### config.mk
export PLATFORM = sky130hd
export DESIGN_NAME = fpu_issue
export DESIGN_NICKNAME = d
export VERILOG_FILES = /design/src/rtl/fpu_issue.sv
export SDC_FILE = /design/constraint.sdc
export NUM_CORES = 1
export LEC_CHECK = 0
export CAP_MARGIN = 20
export CORE_UTILIZATION = 45
export CTS_CLUSTER_SIZE = 40
export DETAILED_ROUTE_END_ITERATION = 6
export GPL_TIMING_DRIVEN = 0
export PLACE_DENSITY_LB_ADDON = 0.15
export SLEW_MARGIN = 20
export SYNTH_ARGS = -nofsm -noshare
export SYNTH_HDL_FRONTEND = slang
export SYNTH_SLANG_ARGS = --single-unit
### constraint.sdc
create_clock -name clk -period 2.66 [get_ports clk]
set_input_delay 0.399 -clock clk [delete_from_list [all_inputs] [get_ports clk]]
set_output_delay 0.399 -clock clk [all_outputs]
set_load 0.03 [all_outputs]
### src/rtl/fpu_issue.sv
`timescale 1ns/1ps
// fpu_issue: queues tagged FP requests and runs them one at a time through the FPU core.
// Optional watchdog on a hung core: define FPU_ISSUE_TIMEOUT_EN.

package fpu_p;
    localparam int FPU_32 = 32;
    typedef enum logic [1:0] {ADD = 2'd0, SUB = 2'd1, MUL = 2'd2} Operation;
endpackage

module fpu_issue #(
    parameter int WIDTH   = fpu_p::FPU_32,
    parameter int TAG_W   = 5,
    parameter int DEPTH   = 4,
    parameter int TIMEOUT = 64
) (
    input  logic             clk,
    input  logic             rst,
    input  logic             req_valid,
    output logic             req_ready,
    input  fpu_p::Operation  req_op,
    input  logic [WIDTH-1:0] req_a,
    input  logic [WIDTH-1:0] req_b,
    input  logic [TAG_W-1:0] req_tag,
    output logic             fpu_start,
    output fpu_p::Operation  fpu_op,
    output logic [WIDTH-1:0] fpu_a,
    output logic [WIDTH-1:0] fpu_b,
    input  logic             fpu_busy,
    input  logic [WIDTH-1:0] fpu_result,
    output logic             wb_valid,
    input  logic             wb_ready,
    output logic [TAG_W-1:0] wb_tag,
    output logic [WIDTH-1:0] wb_data,
    output logic             wb_err
);
    localparam int PTR_W = $clog2(DEPTH);
    localparam logic [PTR_W:0] FULL = (PTR_W + 1)'(DEPTH);

    typedef enum logic [1:0] {IDLE, ISSUE, WAIT, WB} state_t;

    state_t state, state_next;

    fpu_p::Operation  fifo_op  [DEPTH];
    logic [WIDTH-1:0] fifo_a   [DEPTH];
    logic [WIDTH-1:0] fifo_b   [DEPTH];
    logic [TAG_W-1:0] fifo_tag [DEPTH];

    logic [PTR_W-1:0] wr_ptr, rd_ptr;
    logic [PTR_W:0]   count;
    logic             push, pop, guard, capture;

    assign req_ready = (count != FULL);
    assign push      = req_valid && req_ready;
    assign pop       = (state == IDLE) && (count != '0);
    assign fpu_start = (state == ISSUE);
    assign wb_valid  = (state == WB);

`ifdef FPU_ISSUE_TIMEOUT_EN
    localparam int TMR_W = (TIMEOUT > 2) ? $clog2(TIMEOUT) : 1;
    logic [TMR_W-1:0] timer;
    logic             expire;

    // Counts WAIT cycles so a core that never drops busy cannot wedge the pipe.
    always_ff @(posedge clk) begin
        if (rst)
            timer <= '0;
        else if (state == ISSUE)
            timer <= '0;
        else if (state == WAIT)
            timer <= timer + 1'b1;
    end
`else
    logic unused_timeout;
    assign unused_timeout = ^TIMEOUT;
    assign wb_err = 1'b0;
`endif

    always_ff @(posedge clk) begin
        if (push) begin
            fifo_op[wr_ptr]  <= req_op;
            fifo_a[wr_ptr]   <= req_a;
            fifo_b[wr_ptr]   <= req_b;
            fifo_tag[wr_ptr] <= req_tag;
        end
    end

    // The first WAIT cycle is a guard: the core's busy has not yet reacted to start.
    always_comb begin
        state_next = state;
        capture    = 1'b0;
`ifdef FPU_ISSUE_TIMEOUT_EN
        expire     = 1'b0;
`endif
        case (state)
            IDLE:  if (count != '0) state_next = ISSUE;
            ISSUE: state_next = WAIT;
            WAIT: begin
                if (!guard && !fpu_busy) begin
                    capture    = 1'b1;
                    state_next = WB;
                end
`ifdef FPU_ISSUE_TIMEOUT_EN
                else if (fpu_busy && timer == TMR_W'(TIMEOUT - 1)) begin
                    expire     = 1'b1;
                    state_next = WB;
                end
`endif
            end
            WB:      if (wb_ready) state_next = IDLE;
            default: state_next = IDLE;
        endcase
    end

    always_ff @(posedge clk) begin
        if (rst) begin
            state   <= IDLE;
            wr_ptr  <= '0;
            rd_ptr  <= '0;
            count   <= '0;
            guard   <= 1'b0;
            fpu_op  <= fpu_p::ADD;
            fpu_a   <= '0;
            fpu_b   <= '0;
            wb_tag  <= '0;
            wb_data <= '0;
`ifdef FPU_ISSUE_TIMEOUT_EN
            wb_err  <= 1'b0;
`endif
        end else begin
            state <= state_next;
            guard <= (state == ISSUE);
            if (push)
                wr_ptr <= wr_ptr + 1'b1;
            if (pop) begin
                rd_ptr <= rd_ptr + 1'b1;
                fpu_op <= fifo_op[rd_ptr];
                fpu_a  <= fifo_a[rd_ptr];
                fpu_b  <= fifo_b[rd_ptr];
                wb_tag <= fifo_tag[rd_ptr];
            end
            case ({push, pop})
                2'b10:   count <= count + 1'b1;
                2'b01:   count <= count - 1'b1;
                default: count <= count;
            endcase
            if (capture) begin
                wb_data <= fpu_result;
`ifdef FPU_ISSUE_TIMEOUT_EN
                wb_err  <= 1'b0;
`endif
            end
`ifdef FPU_ISSUE_TIMEOUT_EN
            if (expire) begin
                wb_data <= '0;
                wb_err  <= 1'b1;
            end
`endif
        end
    end

endmodule

==> results.tsv <==
stage	metric	value	unit
clock_tree	Clock Tree Buf Depth	3	
synthesis	Synth Flop Type	edfxtp_1	
placement	IO buf count	211	
placement	Placed Instances	1353	
pwr	LEAKAGE	6.091	nW
global_routing	first-pass GRT wire length	44110	um
setup_path	CP max stage cell	clkdlybuf4s50_1	
setup_path	Buf+Inv Stages, Crit Path	2	
die	Starting Density	46.00	%
setup_path	crit start category	flop	
timing	clk_skew	10.01	ps
cells_and_area	fin cells	1429	
hold_path	worst hold path type	input pin to flop	
setup_path	worst reg2reg endpoint	count[2]$_SDFFE_PP0P_	
pwr	pwr dens	1025	nW/um^2
die	Die Y	179.3	um
hold_path	hold_sp	rst	
clock_tree	Root Buffer	clkbuf_16	
timing	Hold Fails Final Rpt	0	
synthesis	cell count after synthesis	742	
setup_path	Reg2Reg Setup Slack	350	ps
die	I/O Pins	215	
global_routing	number of global-route vias before repair	7744	
timing	unrepaired setup endpoints after global routing	no	
route	DR DRC count	20	
setup_path	CP endpoint kind	primary output	
pwr	Power Internal	13.39	mW
route	Initial DRC Count	507	
setup_path	Reg-to-Reg Start	count[2]$_SDFFE_PP0P_	
die	Die ar.	32150	sq um
timing	Slew headroom	51.43	%
setup_path	crit-path cells	or3b_1 -> buf_2 -> clkdlybuf4s50_1	
setup_path	CP max stage delay	630	ps
route	DRT Pass-1 Iters	7	
cells_and_area	Filler cells	2356	
run_status	run status	finished, violations left	
pwr	Comb power frac	27.2	%
setup_path	R2R cell count	9	
setup_path	Stages on worst setup path	3	
timing	Tcrit/Tclk final	93.72	%
global_routing	largest net degree at the start of global routing	39	
cells_and_area	area grow syn2layout	29.02	%
synthesis	#FFs+latches synth	397	
pwr	Power, Total	18.71	mW
timing	Final min period	2493	ps
timing	Max Clk Rate	401.1	MHz
route	total wire length	28500	um
setup_path	CP Data Arrival Time	2090	ps
synthesis	Async SR Flop Fraction	0	%
route	total number of vias	7499	
synthesis	post-synthesis cell type count	35	
clock_tree	clk sink count	397	
clock_tree	Worst-path clk slew	60	ps
clock_tree	CTS tree	built	
synthesis	Synth Area per Inst	19.06	sq um
hold_path	hold path endpoint	guard$_SDFF_PP0_	
hold_path	Min-Delay Path Depth	2	
setup_path	Worst EP required	2260	ps
clock_tree	CTS HTree Levels	2	
route	antenna viol nets, final	0	
timing	final setup fails	0	
timing	TNS Setup	0	ps
pwr	Sw Ratio	28.42	%
pwr	peak supply drop	0.6382	mV
route	Vias/cell	5.248	
synthesis	YS warnings	0	
cells_and_area	ant diodes	0	
clock_tree	CTS-repair resized insts	0	
clock_tree	hold_buf cts	0	
cells_and_area	most common cell after layout, fill and taps aside	edfxtp_1	
clock_tree	Post-CTS Setup Bufs	0	
pwr	P_sw	5.316	mW
clock_tree	Num CTS Buffers	41	
cells_and_area	most frequent cells in the layout	284 x edfxtp_1, 211 x clkdlybuf4s50_1, 113 x dfxtp_1	
flow_run	MaxCap Viol Count	0	
global_routing	Global Route Usage Sum	18.13	%
timing	hold slack	232.2	ps
pwr	sequential share of power	42.2	%
placement	HPWL after detailed placement	17240	um
run_status	violated checks	DRC	
die	# rows	64	
cells_and_area	fin nets	1119	
placement	GPL Wtd Cong	0.7171	
global_routing	initial antenna violation count	0	
timing	Slew Limit Fails	0	
setup_path	worst-path maximum fanout	10	
synthesis	register area share after synthesis	76.28	%
route	per-cell routed wire length	19.94	um
synthesis	EDFF count, synth	284	
synthesis	Post-Syn Area	14150	sq um
cells_and_area	final instance area	18250	sq um
setup_path	Setup CP Type	flop to primary output	
clock_tree	insertion delay to the later sink of the worst-skew pair	520	ps
cells_and_area	fraction of layout instances using a drive strength above 1	16.65	%
pwr	Clk pwr share	30.6	%
setup_path	delay-heaviest family, CP	buffers and inverters	
synthesis	Net Count, Synth	861	
global_routing	GR Overflow Total	0	
die	Die Width	179.3	um
die	core area	30750	sq um
placement	placed cell area	16880	sq um
timing	worst slew pin tran	728.5	ps
==> flip-flops by register name (all words and copies together), names as in the netlist, 3 cells and up <==
register,cells
fpu_a,32
fifo_b,128
fifo_op,8
fifo_tag,20
count,3
wb_tag,5
fifo_a,128
wb_data,32
fpu_b,32
==> cell usage after synthesis (all sizes together), types with 3 or more instances <==
| cell | instances | area share, % |
|---|---|---|
| a21oi | 36 | 1.3 |
| a22o | 71 | 4.4 |
| and3 | 4 | 0.18 |
| buf | 34 | 1.6 |
| clkbuf | 12 | 0.32 |
| dfxtp | 113 | 16 |
| edfxtp | 284 | 60 |
| ha | 10 | 0.88 |
| inv | 7 | 0.19 |
| mux4 | 71 | 11 |
| nand2 | 65 | 1.7 |
| nand3 | 3 | 0.11 |
| nor2 | 7 | 0.24 |
| o21ai | 3 | 0.11 |
| xor2 | 3 | 0.19 |
==> layer usage <==
metal,global-route usage [%],vias to the layer above,wire [um]
met1,24.52,3761,12110
met4,4.587,0,579
met3,4.453,50,2030
met5,0,-,0
met2,29.49,226,13780
li1,-,3462,-
==> area by class of cell <==
cell class	count	area, sq um	area share [%]
sequential	397	10790	59.12
multi-input combinational	292	3080	16.88
timing repair buffer	215	2222	12.18
clock buffer	62	1197	6.561
tap	396	495.5	2.715
buffer	46	269.0	1.474
clock inverter	14	170.2	0.9323
inverter	7	26.28	0.1440
==> per-stage QoR <==
stage,setup WS (ps),util [%]
4_1_cts,136.6,59.35
2_1_floorplan,444.0,-
3_3_place_gp,-269.1,54.50
6_report,167.1,59.35
3_5_place_dp,367.7,54.91
5_1_grt,63.65,59.35
==> worst max-delay path by stage <==
| stage | from | endpoint | slack [ps] |
|---|---|---|---|
| floorplan | count[2]$_SDFFE_PP0P_ | count[2]$_SDFFE_PP0P_ | 440 |
| global placement | count[0]$_SDFFE_PP0P_ | fifo_tag[0][2]$_DFFE_PP_ | -270 |
| detailed placement | count[2]$_SDFFE_PP0P_ | count[2]$_SDFFE_PP0P_ | 370 |
| CTS | count[2]$_SDFFE_PP0P_ | req_ready | 140 |
| global route | count[2]$_SDFFE_PP0P_ | req_ready | 60 |
| finish | count[2]$_SDFFE_PP0P_ | req_ready | 170 |
==> logic make-up after synthesis <==
| group | Yosys count | share of synthesized area (%) |
|---|---|---|
| buf+inv | 53 | 2.087 |
| fa+ha+maj | 11 | 1.026 |
| compound gates | 117 | 6.262 |
| flops | 397 | 76.28 |
| xor+xnor | 4 | 0.2477 |
| simple gates | 88 | 2.768 |
| other cells | 1 | 0.02651 |
| mux | 71 | 11.30 |
==> power by group through the flow <==
stage	sequential, mW	combinational [mW]	clock (mW)
2_1_floorplan	8.85	2.41	0
3_5_place_dp	8.03	5.17	0
3_3_place_gp	8.03	5.09	0
5_1_grt	7.99	5.48	6.08
6_report	7.90	5.08	5.73
4_1_cts	7.91	5.18	5.85
Note: power is estimated with default switching activity, not from simulation.
